<file path="config.mk">
export PLATFORM = sky130hd
export DESIGN_NAME = idct_block_buffer_flat
export DESIGN_NICKNAME = d
export VERILOG_FILES = /design/src/rtl/idct_block_buffer_if.sv /design/src/rtl/idct_block_buffer.sv /design/src/flat_wrapper.sv
export SDC_FILE = /design/constraint.sdc
export NUM_CORES = 1
export LEC_CHECK = 0
export ABC_AREA = 0
export CAP_MARGIN = 15
export CORE_MARGIN = 1
export CORE_UTILIZATION = 50
export DETAILED_ROUTE_END_ITERATION = 8
export PLACE_DENSITY_LB_ADDON = 0.15
export SLEW_MARGIN = 20
export SYNTH_ARGS = -nofsm -noshare
export SYNTH_HDL_FRONTEND = slang
export SYNTH_SLANG_ARGS = --single-unit
export TNS_END_PERCENT = 20
</file>
<file path="constraint.sdc">
create_clock -name clk -period 3.4 [get_ports clk]
set_input_delay 0.34 -clock clk [delete_from_list [all_inputs] [get_ports clk]]
set_output_delay 0.34 -clock clk [all_outputs]
set_load 0.005 [all_outputs]
</file>
<file path="src/rtl/idct_block_buffer_if.sv">
// idct_block_buffer_if: capture strobe/data from the loop controller and the pixel valid/ack stream
interface idct_block_buffer_if #(
    parameter int DATA_W = 16,
    parameter int PIX_W  = 8
);
    logic                     ready_in;
    logic [2:0]               x_in;
    logic [2:0]               y_in;
    logic signed [DATA_W-1:0] acc_in;
    logic                     out_ack;
    logic [PIX_W-1:0]         pix_out;
    logic                     pix_valid;
    logic [2:0]               pix_x;
    logic [2:0]               pix_y;
    logic                     blk_done;
    logic                     overrun;
    logic                     sat_seen;

    modport master (
        output ready_in, x_in, y_in, acc_in, out_ack,
        input  pix_out, pix_valid, pix_x, pix_y, blk_done, overrun, sat_seen
    );
    modport slave (
        input  ready_in, x_in, y_in, acc_in, out_ack,
        output pix_out, pix_valid, pix_x, pix_y, blk_done, overrun, sat_seen
    );
endinterface

</file>
<file path="src/rtl/idct_block_buffer.sv">
// idct_block_buffer: rounds/offsets/saturates IDCT results into ping-pong 8x8 banks streamed out in raster order
module idct_block_buffer #(
    parameter int DATA_W = 16,
    parameter int PIX_W  = 8,
    parameter int SHIFT  = 3,
    parameter int OFFSET = 128
) (
    input logic                clk,
    input logic                rst_in,
    idct_block_buffer_if.slave bus
);
    localparam int CW = DATA_W + 2;
    typedef enum logic {IDLE, STREAM} state_t;
    state_t               state_q, state_d;
    logic [PIX_W-1:0]     mem_q [128];
    logic [PIX_W-1:0]     pix_q, pix_d, pix_cv;
    logic [5:0]           rd_addr_q, rd_addr_d, wr_addr;
    logic [1:0]           full_q, full_d;
    logic                 rd_bank_q, rd_bank_d, wr_bank_q, wr_bank_d;
    logic                 done_q, done_d, ovr_q, ovr_d, sat_q, sat_d;
    logic signed [CW-1:0] rnd, sh, lvl;
    logic                 lo, hi, wr_ok, take;

    always_comb begin
        rnd    = {{2{bus.acc_in[DATA_W-1]}}, bus.acc_in} + CW'(1 << (SHIFT - 1));
        sh     = rnd >>> SHIFT;
        lvl    = sh + CW'(OFFSET);
        lo     = lvl[CW-1];
        hi     = !lo && |lvl[CW-2:PIX_W];
        pix_cv = lo ? '0 : hi ? '1 : lvl[PIX_W-1:0];
    end

    assign wr_addr = {bus.y_in, bus.x_in};
    assign wr_ok   = bus.ready_in && !full_q[wr_bank_q];
    assign take    = state_q == STREAM && bus.out_ack;

    // Full flags are checked pre-edge, so a write into a bank being released this cycle is dropped
    always_comb begin
        state_d   = state_q;
        rd_addr_d = rd_addr_q;
        rd_bank_d = rd_bank_q;
        wr_bank_d = wr_bank_q;
        full_d    = full_q;
        pix_d     = pix_q;
        done_d    = 1'b0;
        ovr_d     = ovr_q | (bus.ready_in & ~wr_ok);
        sat_d     = sat_q | (wr_ok & (lo | hi));
        if (state_q == IDLE) begin
            if (full_q[rd_bank_q]) begin
                state_d = STREAM;
                pix_d   = mem_q[{rd_bank_q, 6'd0}];
            end
        end else if (take) begin
            if (rd_addr_q == 6'd63) begin
                full_d[rd_bank_q] = 1'b0;
                rd_bank_d         = ~rd_bank_q;
                rd_addr_d         = 6'd0;
                done_d            = 1'b1;
                state_d           = full_q[~rd_bank_q] ? STREAM : IDLE;
                pix_d             = full_q[~rd_bank_q] ? mem_q[{~rd_bank_q, 6'd0}] : pix_q;
            end else begin
                rd_addr_d = rd_addr_q + 6'd1;
                pix_d     = mem_q[{rd_bank_q, rd_addr_q + 6'd1}];
            end
        end
        if (wr_ok && wr_addr == 6'd63) begin
            full_d[wr_bank_q] = 1'b1;
            wr_bank_d         = ~wr_bank_q;
        end
    end

    always_ff @(posedge clk or negedge rst_in) begin
        if (!rst_in) begin
            state_q   <= IDLE;
            rd_addr_q <= '0;
            rd_bank_q <= 1'b0;
            wr_bank_q <= 1'b0;
            full_q    <= '0;
            pix_q     <= '0;
            done_q    <= 1'b0;
            ovr_q     <= 1'b0;
            sat_q     <= 1'b0;
        end else begin
            state_q   <= state_d;
            rd_addr_q <= rd_addr_d;
            rd_bank_q <= rd_bank_d;
            wr_bank_q <= wr_bank_d;
            full_q    <= full_d;
            pix_q     <= pix_d;
            done_q    <= done_d;
            ovr_q     <= ovr_d;
            sat_q     <= sat_d;
        end
    end

    always_ff @(posedge clk) begin
        if (rst_in && wr_ok)
            mem_q[{wr_bank_q, wr_addr}] <= pix_cv;
    end

    assign bus.pix_out   = pix_q;
    assign bus.pix_valid = state_q == STREAM;
    assign bus.pix_x     = rd_addr_q[2:0];
    assign bus.pix_y     = rd_addr_q[5:3];
    assign bus.blk_done  = done_q;
    assign bus.overrun   = ovr_q;
    assign bus.sat_seen  = sat_q;
endmodule

</file>
<file path="src/flat_wrapper.sv">
// flat-port wrapper written by rule: the top's interface ports become plain ports
module idct_block_buffer_flat 
#(
    parameter int DATA_W = 16,
    parameter int PIX_W  = 8,
    parameter int SHIFT  = 3,
    parameter int OFFSET = 128
)
  (clk, rst_in, bus_ready_in, bus_x_in, bus_y_in, bus_acc_in, bus_out_ack, bus_pix_out, bus_pix_valid, bus_pix_x, bus_pix_y, bus_blk_done, bus_overrun, bus_sat_seen);
  idct_block_buffer_if #(.DATA_W(DATA_W), .PIX_W(PIX_W)) bus_i ();
  input logic clk;
  input logic rst_in;
  input wire logic [$bits(bus_i.ready_in)-1:0] bus_ready_in;
  input wire logic [$bits(bus_i.x_in)-1:0] bus_x_in;
  input wire logic [$bits(bus_i.y_in)-1:0] bus_y_in;
  input wire logic [$bits(bus_i.acc_in)-1:0] bus_acc_in;
  input wire logic [$bits(bus_i.out_ack)-1:0] bus_out_ack;
  output wire logic [$bits(bus_i.pix_out)-1:0] bus_pix_out;
  output wire logic [$bits(bus_i.pix_valid)-1:0] bus_pix_valid;
  output wire logic [$bits(bus_i.pix_x)-1:0] bus_pix_x;
  output wire logic [$bits(bus_i.pix_y)-1:0] bus_pix_y;
  output wire logic [$bits(bus_i.blk_done)-1:0] bus_blk_done;
  output wire logic [$bits(bus_i.overrun)-1:0] bus_overrun;
  output wire logic [$bits(bus_i.sat_seen)-1:0] bus_sat_seen;
  assign bus_i.ready_in = bus_ready_in;
  assign bus_i.x_in = bus_x_in;
  assign bus_i.y_in = bus_y_in;
  assign bus_i.acc_in = bus_acc_in;
  assign bus_i.out_ack = bus_out_ack;
  assign bus_pix_out = bus_i.pix_out;
  assign bus_pix_valid = bus_i.pix_valid;
  assign bus_pix_x = bus_i.pix_x;
  assign bus_pix_y = bus_i.pix_y;
  assign bus_blk_done = bus_i.blk_done;
  assign bus_overrun = bus_i.overrun;
  assign bus_sat_seen = bus_i.sat_seen;
  idct_block_buffer #(.DATA_W(DATA_W), .PIX_W(PIX_W), .SHIFT(SHIFT), .OFFSET(OFFSET)) u_core (.clk(clk), .rst_in(rst_in), .bus(bus_i));
endmodule
</file>
=== Yosys cells after proc, flatten, opt, wreduce, memory -nomap -nowiden ===
Memory sizes are Yosys's and may differ from the RTL's.
Cells that the tools add are included.

* Memory bits (writable): 1024
* Output and inout port bits: 18
* Logic and storage cells: 79
* Memories kept: 1
* Input port bits: 26
* Register bits after elaboration: 22

{| class="wikitable"
|+ Memory list
! name !! depth !! bits a word !! read ports !! clocked after memory_dff !! write ports !! line !! text
|-
| u_core.mem_q || 128 || 8 || 3 || 0 || 1 || idct_block_buffer.sv:15 || <nowiki>logic [PIX_W-1:0] mem_q [128];</nowiki>
|}

* Reductions and logical operators: 14
* Add/subtract/negate cells: 3
* $lt $le $gt $ge: 5
* Equal/unequal tests: 4
* Bitwise gates (word level): 11
* Multiplexer cells: 32

{| class="wikitable"
|+ Operators by type and width
! cell !! number
|-
| $mux 8 || 7
|-
| $mux 1 || 18
|-
| $add 16x4->17 const B || 1
|-
| $add 14x9->15 const B || 1
|-
| $eq 6x6->1 const B || 2
|-
| $reduce_or 9->1 || 1
|-
| $mux 2 || 4
|-
| $logic_and 1x1->1 || 7
|-
| $add 6x1->6 const B || 1
|-
| $lt 1x2->1 const B || 3
|-
| $mux 6 || 1
|-
| $reduce_and 3->1 || 2
|-
| $ne 3x3->1 const B || 1
|-
| $not 1->1 || 3
|-
| $or 1x1->1 || 3
|-
| $and 1x1->1 || 2
|-
| $and 2x2->2 || 1
|-
| $demux 1 s1 || 2
|-
| $ge 1x1->1 const B || 2
|-
| $logic_not 1->1 || 2
|-
| $ne 2x2->1 const B || 1
|-
| $not 2->2 || 1
|-
| $or 2x2->2 || 1
|-
| $reduce_and 2->1 || 1
|-
| $reduce_bool 2->1 || 1
|}

=== Depth between registers and ports, before layout ===
Gate-level depths: netlist (run 1).

* Word-level depth: 11
* Mapped depth: 11
* Gate-level depth less buffers: 10

=== Worst setup path after synthesis (run 1) ===
OpenSTA, ideal clock, no wires.

* Kind: input-to-reg
* From: input port bus_acc_in[2]
* To: memory u_core.mem_q[0][0] (data pin)
* Data required time: 2.509 ns
* Path buffers: 0
* Slack: -2.768 ns
* Cell stages on the path: 9
* Library setup time: 0.891 ns
* Arrival: 5.277 ns
* Cell sequence: ha_1 and3_1 nand2_1 xnor2_1 ha_1 xor2_1 o221ai_1 a22oi_4 a21oi_1

* Cells in the longest elaborated chain, start to end: 6
* Elaborated cells on any way between the ends: 7
* Those cells by class: add/sub: 2; mux: 2; reduce/logical: 3

{| class="wikitable"
|+ Ends and longest elaborated chain
! item !! line !! text
|-
| start: declaration || flat_wrapper.sv:16 || <nowiki>input wire logic [$bits(bus_i.acc_in)-1:0] bus_acc_in;</nowiki>
|-
| $add 16x4->17 (*) || idct_block_buffer.sv:25 || <nowiki>rnd = {{2{bus.acc_in[DATA_W-1]}}, bus.acc_in} + CW'(1 << (SHIFT - 1));</nowiki>
|-
| $add 14x9->15 (*) || idct_block_buffer.sv:27 || <nowiki>lvl = sh + CW'(OFFSET);</nowiki>
|-
| $reduce_or 9->1 or $logic_not 1->1 (tied branches) || idct_block_buffer.sv:29 || <nowiki>hi = !lo && |lvl[CW-2:PIX_W];</nowiki>
|-
| $logic_and 1x1->1 || idct_block_buffer.sv:29 ||
|-
| $mux 8 || idct_block_buffer.sv:30 || <nowiki>pix_cv = lo ? '0 : hi ? '1 : lvl[PIX_W-1:0];</nowiki>
|-
| $mux 8 (*) || idct_block_buffer.sv:30 ||
|-
| named net u_core.pix_cv[0] || idct_block_buffer.sv:16 || <nowiki>logic [PIX_W-1:0] pix_q, pix_d, pix_cv;</nowiki>
|-
| end: declaration || idct_block_buffer.sv:15 ||
|}

The timed path passes the listed nets; every way through them passes the cells marked *.

=== Worst setup path after layout (run 1) ===
* From: register u_core.rd_addr_q[0]
* To: register u_core.pix_q[3], in the netlist u_core.bus.pix_out[3]

* Cells in the longest elaborated chain, start to end: 5
* Elaborated cells on any way between the ends: 8
* Those cells by class: add/sub: 1; eq/ne: 2; mux: 3; reduce/logical: 1; memory: 1

{| class="wikitable"
|+ Ends and longest elaborated chain
! item !! line !! text
|-
| start: declaration || idct_block_buffer.sv:17 || <nowiki>logic [5:0] rd_addr_q, rd_addr_d, wr_addr;</nowiki>
|-
| start signal: assignment || idct_block_buffer.sv:85 || <nowiki>rd_addr_q <= rd_addr_d;</nowiki>
|-
| $add 6x1->6 || idct_block_buffer.sv:63 || <nowiki>pix_d = mem_q[{rd_bank_q, rd_addr_q + 6'd1}];</nowiki>
|-
| $mem_v2 128x8 || - ||
|-
| $mux 8 || idct_block_buffer.sv:54 || <nowiki>if (rd_addr_q == 6'd63) begin</nowiki>
|-
| $mux 8 || idct_block_buffer.sv:53 || <nowiki>end else if (take) begin</nowiki>
|-
| $mux 8 || idct_block_buffer.sv:48 || <nowiki>if (state_q == IDLE) begin</nowiki>
|-
| end signal: assignment || idct_block_buffer.sv:89 || <nowiki>pix_q <= pix_d;</nowiki>
|-
| end: declaration || idct_block_buffer.sv:16 ||
|}

Parallel ways exist; a longest one is shown, timed or not. The select of a mux whose other input is x is not followed.
A chain may end at the register's enable or synchronous reset.

==> results.json, run 1 <==
{
  "status": "completed",
  "yosys_warnings": 0,
  "grt_util_met1_pct": 35.8,
  "fin_util_pct": 60.1,
  "grt_pass1_wl_um": 150000,
  "dr.pass1.iters": 6,
  "fill_cells": 5781,
  "timing.rr.end": "u_core.bus.pix_out[3]",
  "drive_gt1_share_pct": 30.8,
  "ant_nets": 0,
  "gp_congestion": 0.875,
  "track_usage_pct": 24.6,
  "worst-setup-path-type": "reg2reg",
  "die-area_um2": 84100,
  "rsz0062_at_grt": "false",
  "power.internal_mw": 26.2,
  "cp_max_fo": 29,
  "insertion_delay_ns": 0.67,
  "numCtsBuffers": 106,
  "placed_area_um2": 45600,
  "crit_buf_inv": 2,
  "cts_tree": "yes",
  "syn_nets": 2072,
  "first_global_vias": 21800,
  "port_buffers": 41,
  "htreeDepth": 3,
  "setup.worst_path.end_class": "register",
  "core-area_um2": 82100,
  "met2_usage_pct": 39.2,
  "routed_wirelength_um": 102000,
  "vias": 21600,
  "antenna_found_initial": 1,
  "power.switching_mw": 10.6,
  "grt_busiest_layer": "met2",
  "ir_drop_uv": 527,
  "comb_power_share_pct": 27.2,
  "ys.flop_type": "edfxtp_1",
  "synthCells": 2043,
  "antenna_cells": 0,
  "tightest_slew_ns": 0.756,
  "worst_hold_slack_ns": 0.289,
  "startpoint_type": "register",
  "drv_slew": 0,
  "drc_errors": 0,
  "slew-limit-headroom_pct": 49.4,
  "dpl.hpwl_um": 66800,
  "maxCapViolCount": 0,
  "die_h_um": 290,
  "rows": 105,
  "fin_crit_sh_pct": 97.7,
  "area_growth_pct": 19.0,
  "p_leak_nw": 16.0,
  "wire_per_inst_um": 29.0,
  "cts_buffer_depth": 3,
  "power_frac_seq_pct": 39.2,
  "r2r_slack_ns": 0.08,
  "cp.arrival_ns": 3.86,
  "p_per_area_nw_per_um2": 746,
  "fin_ws_ns": 0.0776,
  "hold_path_end": "u_core.bus.overrun",
  "ys_ff_latch": 1046,
  "clkPwrFrac_pct": 33.6,
  "path_clk_slew_ns": 0.06,
  "layout.nets": 2397,
  "hold_buffers": 0,
  "synth_edf_count": 1024,
  "initial_utilization_pct": 50.5,
  "synth_area_leaders": "edfxtp_1, mux4_2, nor2_1",
  "synth-async-reset-ratio_pct": 2.10,
  "cts_setup_buffers": 0,
  "crit_family": "compound AO/OA/AOI/OAI gates",
  "hold_path_class": "in2reg",
  "synth_top_area_cell": "edfxtp_1",
  "synth_seq_area_share_pct": 75.5,
  "die_w_um": 290,
  "crit_chain": "ha_4 -> buf_12 -> buf_4 -> mux4_2 -> a22o_1 -> o21ai_0 -> a32oi_1 -> a221o_1",
  "power_mw": 36.8,
  "critical-path-max-stage-delay_ns": 0.54,
  "hp-start": "bus_ready_in",
  "p_sw_share_pct": 28.9,
  "syn_area_um2": 41500,
  "fin_crit_ns": 3.32,
  "hold_path_depth": 3,
  "clock_sinks": 1046,
  "post-place-ws_ns": -0.191,
  "syn-mean-instance-area_um2": 20.3,
  "grt_max_degree": 68,
  "synth_top_cell_area_share_pct": 74.1,
  "fin_skew_ns": 0.0426,
  "root_buffer": "clkbuf_16",
  "vias_per_cell": 6.12,
  "hold_viol_final": 0,
  "drtIter0Drc": 2229,
  "slowest_stage": "dfrtp_4",
  "reg2reg_depth": 8,
  "r2r-start": "u_core.rd_addr_q[0]",
  "ioPinCount": 44,
  "stdcell_area_um2": 49300,
  "fmax_mhz": 301,
  "setup_viol": 0,
  "grt_overflow": 0,
  "critPathRequiredTime_ns": 3.94,
  "gr-usage-met3_pct": 3.70,
  "ys_types": 59
}
-- state kept, by name, indices dropped and copies added, names as in the netlist --
signal / cells
u_core.mem_q: 1024
u_core.wr_bank_q: 1
u_core.bus.overrun: 1
u_core.rd_bank_q: 1
u_core.full_q: 2
u_core.bus.blk_done: 1
u_core.bus.pix_out: 8
u_core.rd_addr_q: 6
u_core.bus.sat_seen: 1
u_core.bus.pix_valid: 1
-- power groups by stage --
stage / Combinational, mW / Clock, mW / Sequential [mW]
2_1_floorplan: 5.82 / 0 / 14.6
3_3_place_gp: 9.98 / 0 / 14.7
3_5_place_dp: 10.0 / 0 / 14.7
4_1_cts: 10.1 / 12.5 / 14.4
5_1_grt: 10.6 / 13.0 / 14.4
6_report: 10.0 / 12.4 / 14.4
-- synth_stat cells, types with 10 or more instances --
master,count
dfrtp_1,22
mux4_2,275
clkbuf_1,35
edfxtp_1,1024
a2111oi_0,11
o21ai_0,16
xnor2_1,10
a22oi_1,11
nand2_1,152
nand3_1,46
nor2_1,154
a21oi_1,12
a32oi_1,22
buf_4,13
mux2i_1,33
a31oi_1,11
xor2_1,12
a22o_1,11
buf_2,51
-- layer usage --
metal  wire length, um  up-vias
met4              2520        2
met2             49500      784
met1             43800    11500
met3              6390      151
li1                  -     9135
met5                11        -
-- through the flow --
| stage | std cells | TNS, ns |
|---|---|---|
| after floorplan | 2043 | -2.71 |
| after detailed placement | 3330 | -139.49 |
| after CTS | 3523 | 0 |
| after global routing | 3523 | 0 |
| final | 3523 | 0 |
| after global placement | 3330 | -71.78 |
-- cell type report --
cell class              count  area (um2)  area share, %
inverters                   6        22.5         0.0456
clock inverters            68         880           1.78
repair buffers            326        3110           6.31
multi-input cells         882        9830           19.9
well taps                1070        1340           2.71
flip-flops and latches   1046       31300           63.4
clock buffers             125        2860           5.79
-- kinds of logic (layout without fill, tap and decap cells) --
kind of cell	Yosys count	in the layout	share of synthesized area, %
flip-flops	1046	1046	75.5
AND/OR/NAND/NOR	403	403	4.17
multiplexers	308	308	15.7
AO/OA/AOI/OAI	146	146	2.73
buffers and inverters	115	525	1.35
XOR/XNOR	22	22	0.465
adder cells (fa/ha/maj)	3	3	0.0905
-- what timing repair did --
item                       in CTS  in global routing
setup endpoints to repair       0                  4
hold endpoints to repair        0                  0
resized for setup               0                  8
-- cells in the final DEF (no fill, tap or decap), types with 6 or more instances in the layout --
| cell type | instances |
|---|---|
| and2_1 | 7 |
| nand3_1 | 46 |
| a2111oi_0 | 7 |
| inv_1 | 6 |
| a31oi_1 | 11 |
| nand4_1 | 6 |
| dfrtp_1 | 21 |
| nor2_1 | 154 |
| buf_12 | 45 |
| a32oi_1 | 22 |
| a221oi_1 | 9 |
| mux4_2 | 275 |
| a21oi_4 | 8 |
| a311oi_1 | 8 |
| clkinv_2 | 21 |
| bufinv_16 | 21 |
| clkbuf_16 | 110 |
| nand2_1 | 151 |
| a22oi_1 | 11 |
| clkdlybuf4s50_1 | 41 |
| mux2i_1 | 33 |
| edfxtp_1 | 1024 |
| xnor2_1 | 6 |
| o21ai_0 | 13 |
| a22o_1 | 11 |
| clkinv_1 | 17 |
| clkbuf_1 | 10 |
| xor2_1 | 11 |
| buf_4 | 240 |
-- worst register-to-register path: stages, from the launching register on --
cell and delay [ns]:
dfrtp_4 0.54, ha_4 0.40, buf_12 0.30, buf_4 0.22, mux4_2 0.52, a22o_1 0.24, o21ai_0 0.48, a32oi_1 0.19
a221o_1 0.31
-- worst max-delay path by stage --
stage / startpoint / endpoint / slack, ns / depth (start not counted)
6_report: u_core.rd_addr_q[0] / u_core.bus.pix_out[3] / 0.08 / 8
3_5_place_dp: bus_acc_in[6] / u_core.mem_q[57][4] / -0.19 / 11
3_3_place_gp: bus_acc_in[4] / u_core.mem_q[111][4] / -0.13 / 11
5_1_grt: u_core.rd_addr_q[0] / u_core.bus.pix_out[2] / 0.002 / 10
2_1_floorplan: bus_acc_in[2] / u_core.mem_q[0][0] / -0.01 / 9
4_1_cts: u_core.rd_addr_q[0] / u_core.bus.pix_out[7] / 0.07 / 8
Power figures use the tool's default switching activity.
==> inputs of run 2 (changes only) <==
Settings changed: ABC_CLOCK_PERIOD_IN_PS from default to 4000.
Clock period 3.4 ns to 4 ns, I/O delays scaled along.
==> results.json, run 2 (synthesis gave the netlist of run 1 again) <==
{
  "status": "completed",
  "cp.arrival_ns": 4.22,
  "insertion_delay_ns": 0.66,
  "dpl.hpwl_um": 63300,
  "track_usage_pct": 24.4,
  "grt_max_degree": 129,
  "dr.pass1.iters": 7,
  "die-area_um2": 84100,
  "fmax_mhz": 272,
  "cts_buffer_depth": 3,
  "path_clk_slew_ns": 0.06,
  "antenna_found_initial": 1,
  "p_per_area_nw_per_um2": 633,
  "vias_per_cell": 6.24,
  "tightest_slew_ns": 1.05,
  "numCtsBuffers": 106,
  "fin_util_pct": 57.7,
  "fin_crit_ns": 3.67,
  "worst-setup-path-type": "reg2reg",
  "largest_reg_flops": 1024,
  "area_growth_pct": 14.3,
  "grt_pass1_wl_um": 148000,
  "timing.rr.end": "u_core.bus.pix_out[5]",
  "final_cell_mix": "edfxtp_1, mux4_2, nor2_1, nand2_1, clkbuf_16",
  "critical-path-max-stage-delay_ns": 0.72,
  "fin_skew_ns": 0.0204,
  "grt_overflow": 0,
  "drtIter0Drc": 2282,
  "htreeDepth": 3,
  "first_global_vias": 21100,
  "rsz0062_at_grt": "false",
  "top_register": "u_core.mem_q",
  "slowest_stage": "nor2_2",
  "cts-resized-gates": 0,
  "fill_cells": 5961,
  "ioPinCount": 44,
  "stdcell_area_um2": 47400,
  "placed_area_um2": 44100,
  "routed_wirelength_um": 101000,
  "crit_family": "compound AO/OA/AOI/OAI gates",
  "r2r-start": "u_core.rd_addr_q[2]",
  "fin_crit_sh_pct": 91.8,
  "critPathRequiredTime_ns": 4.55,
  "final_common_cell": "edfxtp_1",
  "maxCapViolCount": 0,
  "hold_buffers": 0,
  "root_buffer": "clkbuf_16",
  "reg2reg_depth": 8,
  "die_w_um": 290,
  "cts_setup_buffers": 0,
  "gp_congestion": 0.866,
  "vias": 20900,
  "setup.worst_path.end_class": "register",
  "p_leak_nw": 14.8,
  "ir_drop_uv": 644,
  "cp_max_fo": 13,
  "rows": 105,
  "slew-limit-headroom_pct": 29.9,
  "drc_errors": 0,
  "die_h_um": 290,
  "initial_utilization_pct": 50.5,
  "hold_viol_final": 0,
  "critical_path_depth": 8,
  "ant_nets": 0,
  "drive_gt1_share_pct": 24.4,
  "hold_path_class": "in2async",
  "worst_hold_slack_ns": 0.120,
  "crit_buf_inv": 1,
  "core-area_um2": 82100,
  "cts_tree": "yes",
  "r2r_slack_ns": 0.33,
  "port_buffers": 41,
  "clock_sinks": 1046,
  "wire_per_inst_um": 30.0,
  "layout.nets": 2232,
  "drv_slew": 0,
  "crit_chain": "nand3_1 -> xnor2_2 -> nor2_2 -> buf_4 -> a32oi_1 -> a311oi_1 -> a2111oi_0 -> a221o_1",
  "startpoint_type": "register",
  "setup_viol": 0
}
[run 2: where the power goes]
group | total (mW) | internal [mW] | switching (mW)
registers | 12.3 | 12.1 | 0.157
clock network | 9.54 | 5.52 | 4.02
logic | 8.14 | 3.29 | 4.85
total | 30.0 | 21.0 | 9.03
[run 2: routing by layer]
layer  vias up  part of all wire, %  GRT usage (%)
li1       8805                    -              -
met1     11200                   42           36.3
met2       829                   48           37.5
met3       128                  7.9           4.30
met4         2                  2.2           6.75
met5         -                0.013              0
[run 2: how the worst max path moves through the flow]
stage                             start                     to
global placement          bus_acc_in[2]    u_core.mem_q[17][5]
floorplan                 bus_acc_in[2]     u_core.mem_q[0][1]
detailed placement        bus_acc_in[4]    u_core.mem_q[64][5]
finish              u_core.rd_addr_q[2]  u_core.bus.pix_out[5]
CTS                 u_core.rd_addr_q[0]  u_core.bus.pix_out[4]
global route        u_core.rd_addr_q[0]  u_core.bus.pix_out[4]
[run 2: area by class of cell]
cell class / count / area [um2] / area share [%]
Multi-Input combinational cell: 882 / 9770 / 20.6
Clock inverter: 60 / 571 / 1.20
Sequential cell: 1046 / 31300 / 66.1
Tap cell: 1070 / 1340 / 2.83
Antenna cell: 1 / 2.50 / 0.00528
Clock buffer: 128 / 2760 / 5.82
Inverter: 6 / 22.5 / 0.0475
Timing Repair Buffer: 161 / 1620 / 3.43
[run 2: per-stage QoR]
stage               worst slack, ns  total power, mW  TNS (ns)  cells
floorplan                    -0.604             17.4   -585.17   2043
global placement              0.230             20.6         0   3165
detailed placement            0.102             20.7         0   3165
CTS                           0.313             30.2         0   3353
global route                  0.115             30.9         0   3353
finish                        0.328             30.0         0   3354
==> inputs of run 3 (changes only) <==
--- a/config.mk
+++ b/config.mk
@@ -7,5 +7,5 @@
 export LEC_CHECK = 0
 export ABC_AREA = 0
-export ABC_CLOCK_PERIOD_IN_PS = 4000
+export ABC_CLOCK_PERIOD_IN_PS = 3860
 export CAP_MARGIN = 15
 export CORE_MARGIN = 1
==> constraint.sdc (replaced) <==
create_clock -name clk -period 3.86 [get_ports clk]
set_input_delay 0.386 -clock clk [delete_from_list [all_inputs] [get_ports clk]]
set_output_delay 0.386 -clock clk [all_outputs]
set_load 0.1 [all_outputs]
==> results.json, run 3 (synthesis gave the netlist of run 1 again) <==
{
  "grt_max_degree": 105,
  "drtIter0Drc": 2266,
  "antenna_cells": 0,
  "vias_per_cell": 6.21,
  "p_per_area_nw_per_um2": 667,
  "tightest_slew_ns": 1.02,
  "final_cell_mix": "edfxtp_1, mux4_2, buf_4, nor2_1, nand2_1",
  "fin_crit_sh_pct": 90.9,
  "slowest_stage": "a2111oi_0",
  "ant_nets": 0,
  "clock_sinks": 1046,
  "layout.nets": 2338,
  "setup-tns-final_ns": 0,
  "ir_drop_uv": 668,
  "fin_crit_ns": 3.51,
  "drv_slew": 0,
  "hold_buffers": 0,
  "crit_chain": "ha_4 -> buf_12 -> buf_4 -> mux4_2 -> mux2i_1 -> a32oi_1 -> buf_4 -> a31oi_1 -> a2111oi_0 -> a221o_1",
  "worst-setup-path-type": "reg2reg",
  "drc_errors": 0,
  "r2r-start": "u_core.rd_addr_q[0]",
  "ioPinCount": 44,
  "area_growth_pct": 16.3,
  "root_buffer": "clkbuf_16",
  "vias": 21500,
  "drive_gt1_share_pct": 28.5,
  "setup_viol": 0,
  "rows": 105,
  "first_global_vias": 21800,
  "startpoint_type": "register",
  "top_register": "u_core.mem_q",
  "setup.worst_path.end_class": "register",
  "routed_wirelength_um": 103000,
  "path_clk_slew_ns": 0.06,
  "cts_tree": "yes",
  "worst_hold_slack_ns": 0.168,
  "critPathRequiredTime_ns": 4.44,
  "placed_cells": 3273,
  "slew-limit-headroom_pct": 31.7,
  "maxCapViolCount": 0,
  "status": "completed",
  "track_usage_pct": 24.9,
  "cp.arrival_ns": 4.09,
  "htreeDepth": 3,
  "placed_area_um2": 44800,
  "gp_congestion": 0.901,
  "antenna_found_initial": 3,
  "wire_per_inst_um": 29.7,
  "critical-path-max-stage-delay_ns": 0.83,
  "cts-resized-gates": 0,
  "dr.pass1.iters": 6,
  "dpl.hpwl_um": 65700,
  "stdcell_area_um2": 48200,
  "p_leak_nw": 15.4,
  "port_buffers": 41,
  "die-area_um2": 84100,
  "finalNonFillerCells": 3466,
  "cp_common_cell": "buf_4",
  "cp_max_fo": 42,
  "crit_family": "compound AO/OA/AOI/OAI gates",
  "seqCellArea_um2": 31300,
  "grt_pass1_wl_um": 151000,
  "numCtsBuffers": 104,
  "core-area_um2": 82100,
  "crit_buf_inv": 3,
  "insertion_delay_ns": 0.67,
  "post-place-ws_ns": 0.0965,
  "critPathLaunch": "u_core.rd_addr_q[0]",
  "cts_setup_buffers": 0,
  "power_mw": 32.1,
  "initial_utilization_pct": 50.5,
  "fin_util_pct": 58.7,
  "fmax_mhz": 285,
  "fill_cells": 5901,
  "multi_input_area_um2": 9770,
  "die_w_um": 290,
  "largest_reg_flops": 1024,
  "final_common_cell": "edfxtp_1",
  "grt_overflow": 0,
  "cts_buffer_depth": 3,
  "hold_viol_final": 0,
  "hold_path_class": "in2async",
  "rsz0062_at_grt": "false",
  "die_h_um": 290,
  "fin_ws_ns": 0.351,
  "fin_skew_ns": 0.0231
}
[run 3: metal layers]
layer  vias to the layer above  track usage (%)  wire length, um  part of all wire, %
li1                       9004                -                -                    -
met5                         -                0               45                0.044
met2                       827             38.9            48600                   47
met4                         6             6.66             2660                  2.6
met3                       148             4.66             7420                  7.2
met1                     11500             36.4            44300                   43
[run 3: where the power goes]
part	total, mW	switching (mW)	internal, mW
Sequential	12.7	0.125	12.6
Combinational	9.26	5.64	3.62
Clock	10.2	4.26	5.91
Total	32.1	10.0	22.1
[run 3: cell type report]
cell class                 instances  area share [%]
clock buffer                     116            5.53
tap                             1070            2.78
clock inverter                    77            1.57
timing repair buffer             269            4.91
sequential                      1046            64.9
multi-input combinational        882            20.2
inverter                           6          0.0467
[run 3: path summary, 6_finish.rpt]
check                                         to  slack [ns]  depth (start not counted)
setup / recovery           u_core.bus.pix_out[4]        0.35                         10
max in group asynchronous    u_core.rd_addr_q[0]        2.89                          2
setup reg to reg           u_core.bus.pix_out[4]        0.35                         10
hold reg to reg               u_core.bus.overrun        0.50                          1
min in group clk              u_core.bus.overrun        0.44                          3
hold / removal                u_core.bus.overrun        0.17                          1
[run 3: worst register-to-register path, stage by stage, from the launching register on]
cell and delay, ns:
dfrtp_4 0.54, ha_4 0.34, buf_12 0.26, buf_4 0.38, mux4_2 0.23, mux2i_1 0.09
a32oi_1 0.19, buf_4 0.18, a31oi_1 0.16, a2111oi_0 0.83, a221o_1 0.25
==> variant 1 (flow settings as in run 1) <==
`DATA_W` is set to 16 in 3 places; all go to 24.
--- a/src/rtl/idct_block_buffer_if.sv
+++ b/src/rtl/idct_block_buffer_if.sv
@@ -1,5 +1,5 @@
 // idct_block_buffer_if: capture strobe/data from the loop controller and the pixel valid/ack stream
 interface idct_block_buffer_if #(
-    parameter int DATA_W = 16,
+    parameter int DATA_W = 24,
     parameter int PIX_W  = 8
 );
--- a/src/rtl/idct_block_buffer.sv
+++ b/src/rtl/idct_block_buffer.sv
@@ -1,5 +1,5 @@
 // idct_block_buffer: rounds/offsets/saturates IDCT results into ping-pong 8x8 banks streamed out in raster order
 module idct_block_buffer #(
-    parameter int DATA_W = 16,
+    parameter int DATA_W = 24,
     parameter int PIX_W  = 8,
     parameter int SHIFT  = 3,
--- a/src/flat_wrapper.sv
+++ b/src/flat_wrapper.sv
@@ -2,5 +2,5 @@
 module idct_block_buffer_flat 
 #(
-    parameter int DATA_W = 16,
+    parameter int DATA_W = 24,
     parameter int PIX_W  = 8,
     parameter int SHIFT  = 3,
Ports: changed (resized bus_acc_in); port bits go from 44 to 52. No check against the original RTL was run, so the function may have changed too.
==> variant 1 against run 1 <==
Final area increased by 2.6%. Global-route usage decreased by 0.066 points. Power is 2.8% lower. Sequential cell count unchanged. Setup slack worse by 0.052 ns. Synthesized cell count decreased by 5.9%. Routed wire length is 5.2% higher. Clock skew is 0.010 ns lower. Core utilization is 1.4 points higher. Non-clock buffer count up 87. Hold slack lost 0.054 ns. Cell count fell by 0.74%. Synthesized area grew 0.71%. Critical endpoint is now u_core.bus.pix_out[1]. Largest cell class unchanged. Highest routed layer is now met4.
==> variant 1: results (changes against run 1) <==
- Status: finished clean
- Crit path max fanout: 12 (-59%)
- Largest cells by area after synthesis: edfxtp_1 (74%), mux4_2 (18%), nor2_1 (1.3%)
- Worst VDD drop: 0.000687 V (+30%)
- Highest cell delay on the worst timing path: 0.57 ns (+0.03 ns)
- Buffer depth of the longest clock path: 3 (unchanged)
- Largest net degree at the start of global routing: 85 (+25%)
- Leak pwr: 16.6 nW (+3.7%)
- Worst R2R Setup Slack: 0.03 ns (-0.05 ns)
- Worst clock skew: 0.0324 ns (-0.0102 ns)
- Largest register FFs: 1024 (unchanged)
- FFs w/ async S/R, synth: 2.10% (unchanged)
- Post-DP HPWL: 65.9 mm (-1.4%)
- Vias per inst: 6.22 (+1.7%)
- Number of flops mapped to enable cells by yosys: 1024 (unchanged)
- Fillers: 5597 (-3.2%)
- Post-synthesis sequential area ratio: 74.9% (-0.53 points)
- Port Buffers: 49 (+20%)
- CTS H-tree depth: 3 (unchanged)
- Vias in the first global route: 21586 (-1.1%)
- Commonest cells in the netlist: edfxtp_1 (1024), mux4_2 (328), nor2_1 (150)
- 1st-iter DRT viols: 2763 (+24%)
- Number of CTS-inserted buffers: 105 (-0.94%)
- Routability Congestion: 0.872 (-0.31%)
- Worst EP arrival: 3.88 ns (+0.02 ns)
- Final WL: 108 mm (+5.2%)
- Final #Nets: 2377 (-0.83%)
- Worst path top cell family by delay: multiplexers
- Layout cells sized above 1: 37.1% (+6.3 points)
- First-pass GRT wire length: 149 mm (-0.48%)
- Synth warnings: 0 (unchanged)
- Top FF cell, synth: edfxtp_1
- Reg2reg start: u_core.rd_addr_q[0]
- Root buf cell: clkbuf_16
- Reg clk slew, reported paths: 0.06 ns (about the same)
- Post-Place Cell Area: 0.0463 mm² (+1.6%)
- Antenna violations before repair: 5 (+4)
- Syn Nets: 1960 (-5.4%)
- Class of the worst hold path: primary input to async pin
- Worst-skew pair later-pin latency: 0.69 ns (+0.02 ns)
- Netlist cell types: 59 (unchanged)
- Total track usage: 24.5% (-0.066 points)
- FF-to-FF path depth: 9 (+1)
- DRT Pass-1 Iters: 6 (unchanged)
- Slew at the pin closest to its max-slew limit: 0.777 ns (+0.0211 ns)
- CP max stage cell: mux4_2
- R2r endpoint: u_core.bus.pix_out[1]
- Switching power total: 10.2 mW (-4.6%)
variant 1: worst max path at each step:
stage                        start               endpoint  slack [ns]
3_3_place_gp         bus_acc_in[2]   u_core.mem_q[124][2]       -1.25
2_1_floorplan        bus_acc_in[2]     u_core.mem_q[0][0]       -1.06
5_1_grt             bus_acc_in[16]    u_core.mem_q[61][2]       -0.03
6_report       u_core.rd_addr_q[0]  u_core.bus.pix_out[1]        0.03
4_1_cts        u_core.rd_addr_q[0]  u_core.bus.pix_out[4]       -0.03
3_5_place_dp         bus_acc_in[2]   u_core.mem_q[122][2]       -1.29
variant 1: cells by family (layout without fill, tap and decap cells):
group           count (synthesis)  after routing  synth area share (%)
flops                        1046           1046                  74.9
buf+inv                       113            616                  1.12
xor+xnor                       28             28                 0.605
mux                           366            366                  18.6
other cells                     0              1                     0
simple gates                  287            287                  3.28
fa+ha+maj                       3              3                0.0899
compound gates                 80             80                  1.37
variant 1: power groups by stage:
stage	logic (mW)	clock network, mW	registers, mW
floorplan	5.79	0	14.6
global placement	9.81	0	14.6
finish	10.4	11.1	14.4
detailed placement	9.85	0	14.7
global route	10.8	11.7	14.4
CTS	9.97	11.2	14.4
variant 1: cell type report:
type	instances	area [µm²]	share of cell area [%]
multi-input combinational	764	10400	20.6
antenna	1	2.50	0.00494
sequential	1046	31300	61.8
tap	1070	1340	2.64
inverter	10	37.5	0.0741
clock inverter	62	567	1.12
clock buffer	131	2730	5.38
timing repair buffer	413	4220	8.34
variant 1: per-layer routing:
layer / up-vias / GRT usage [%] / wire [µm]
met5: - / 0 / 0
met4: 0 / 7.54 / 2850
met3: 161 / 4.28 / 8430
met2: 990 / 38.3 / 52000
met1: 11641 / 35.6 / 44300
li1: 8965 / - / -
variant 1: what timing repair did:
| item | CTS | global route |
|---|---|---|
| cloned | 2 | 20 |
| gates resized for setup | 23 | 52 |
| pin swaps | 14 | 23 |
| setup endpoints to repair | 1029 | 1030 |
| buffers inserted | 11 | 17 |
| hold endpoints to repair | 0 | 0 |
variant 1: per-stage QoR:
stage	hold WS (ns)	setup slack [ns]	TNS, ns	instances
after floorplan	0.0444	-1.06	-1057.60	1923
after global placement	0.491	-1.25	-1164.10	3253
after detailed placement	0.553	-1.29	-1197.35	3253
after CTS	0.237	-0.0335	-0.542	3459
after global routing	0.233	-0.0290	-1.92	3496
final	0.234	0.0260	0	3497
==> variant 2 (config.mk and constraints of run 1) <==
Without the edit above. Make the reset (`rst_in`) synchronous in one clocked block.
--- a/src/rtl/idct_block_buffer.sv
+++ b/src/rtl/idct_block_buffer.sv
@@ -70,5 +70,5 @@
     end
 
-    always_ff @(posedge clk or negedge rst_in) begin
+    always_ff @(posedge clk) begin
         if (!rst_in) begin
             state_q   <= IDLE;
Formal check against the unedited RTL: differs if rst_in is asserted again (counterexample within 4 cycles, from zero or initial values and one cycle with rst_in low); with rst_in held inactive, the same outputs for 4 cycles.
==> variant 2 against run 1 <==
Synthesized area increased by 0.11%. Global-route usage up 0.28 points. Setup slack improved by 0.095 ns. Routed wire length is 0.95% higher. Count of clock-buffer cells in the layout grew 4. Non-clock buffer count decreased by 22. Final area shrank 1.0%. Maximum frequency grew 2.9%. Sequential cell count is 1 higher.
Power is not compared: it rests on default switching activity, and its combinational part moved more than twofold at a synthesized area within 25%.
==> variant 2: results (changes against run 1) <==
- Final clock-cell share: 7.15% (-0.43 points)
- Vias per inst: 6.17 (+0.83%)
- Worst EP arrival: 3.78 ns (-0.08 ns)
- Signal buffers: 304 (-6.7%)
- Number of clock buffers in the layout: 129 (+3.2%)
- Highest cell delay on the worst timing path: 0.50 ns (-0.04 ns)
- Area growth syn-to-layout: 17.6%
- Routability Congestion: 0.863 (-1.3%)
- Mean post-synth cell area: 20.4 µm² (+0.55%)
- Post-Place Cell Area: 0.0453 mm² (-0.55%)
- Largest net degree at the start of global routing: 70 (+2.9%)
- Reg clk slew, reported paths: 0.06 ns (about the same)
- Layout cells sized above 1: 30.6% (-0.15 points)
- Multi-input combinational area share: 20.2% (+0.29 points)
- Commonest cells in the netlist: edfxtp_1 (1024), mux4_2 (293), nor2_1 (150)
- Yosys reg bits: 1047 (+0.096%)
- Routed len/inst: 29.6 µm (+2.1%)
- Dpl cells: 3291 (-1.2%)
- Final Non-Filler Cells: 3483 (-1.1%)
- Multi-input gates: 864 (-2.0%)
- Buffer depth of the longest clock path: 3 (unchanged)
- Final #Nets: 2356 (-1.7%)
- 1st-iter DRT viols: 2497 (+12%)
- Setup WS pre-CTS: -0.0957 ns (+0.0956 ns)
- Largest cells by area after synthesis: edfxtp_1 (74%), mux4_2 (16%), nor2_1 (1.4%)
- Status: finished clean
- Total track usage: 24.8% (+0.28 points)
- CP max stage cell: mux4_2
- Final WS setup: 0.172 ns (+0.0947 ns)
- Netlist cell types: 62 (+5.1%)
- Non-clock buffer share: 5.93% (-0.37 points)
- Root buf cell: clkbuf_16
- Post-DP HPWL: 66.5 mm (-0.43%)
- Post-synthesis sequential area ratio: 75.2% (-0.30 points)
- FFs w/ async S/R, synth: 0% (-2.1 points)
- Crit path max fanout: 25 (-14%)
- Syn Nets: 2063 (-0.43%)
- First-pass GRT wire length: 151 mm (+0.59%)
- Worst clock skew: 0.0225 ns (-0.0201 ns)
- DRT Pass-1 Iters: 5 (-1)
- Number of CTS-inserted buffers: 104 (-1.9%)
- Worst hold slack: 0.547 ns (+0.258 ns)
- Max-Slew Margin vs Limit: 44.2% (-5.3 points)
- Fillers: 5826 (+0.78%)
- Sequential cell area: 0.0312 mm² (-0.29%)
- Fraction of area in registers: 63.9% (+0.48 points)
- Vias in the first global route: 21799 (-0.11%)
## variant 2: cell types whose count changed after synthesis, moves of 11 or more
cell     before  now
a22o_1       11    0
a21oi_1      12   32
mux4_2      275  293
dfxtp_1       0   23
dfrtp_1      22    0
nand4_1       6   23
nand3_1      46   66
a32oi_1      22    0
nand2_1     152  128
nor3_1        2   17
buf_2        51   32
o21ai_0      16    4
## variant 2: worst paths after layout
| check | start | to | cells past startpoint |
|---|---|---|---|
| worst min register to register | u_core.bus.overrun | u_core.bus.overrun | 1 |
| worst max-delay path | u_core.rd_addr_q[0] | u_core.bus.pix_out[3] | 8 |
| worst max register to register | u_core.rd_addr_q[0] | u_core.bus.pix_out[3] | 8 |
| worst min-delay path | bus_out_ack | u_core.rd_addr_q[0] | 4 |
## variant 2: per-layer routing
metal  global-route usage [%]  routed length, µm  vias up
met1                     36.7              43400    11370
met4                     6.79               2430        2
met3                     5.42               9270      160
met2                     37.8              48100      970
li1                         -                  -     8983
met5                        0                 12        -
## variant 2: critical path, delay by kind of cell, from the launching register on
kind                       cells  cell delay, ns
muxes                          3            1.29
buffers and inverters          2            0.54
AOI/OAI and AO/OA              2            0.44
DFF                            1            0.41
adders and majority gates      1            0.40
## variant 2: cell families (layout without fill, tap and decap cells)
kind of cell,after synthesis,in the layout,synth area share (%)
buffers and inverters,123,502,1.57
and+or+nand+nor,426,426,4.57
adders and majority gates,3,3,0.0904
AOI/OAI and AO/OA,89,89,1.42
muxes,327,327,16.8
xor gates and xnor gates,19,19,0.437
DFF,1047,1047,75.2
## variant 2: report_power, final
group,leakage [nW],switching (mW),total (mW),internal [mW]
clock,1.68,4.79,11.7,6.87
combinational,4.13,0.415,0.608,0.194
sequential,9.39,0.00810,14.2,14.2
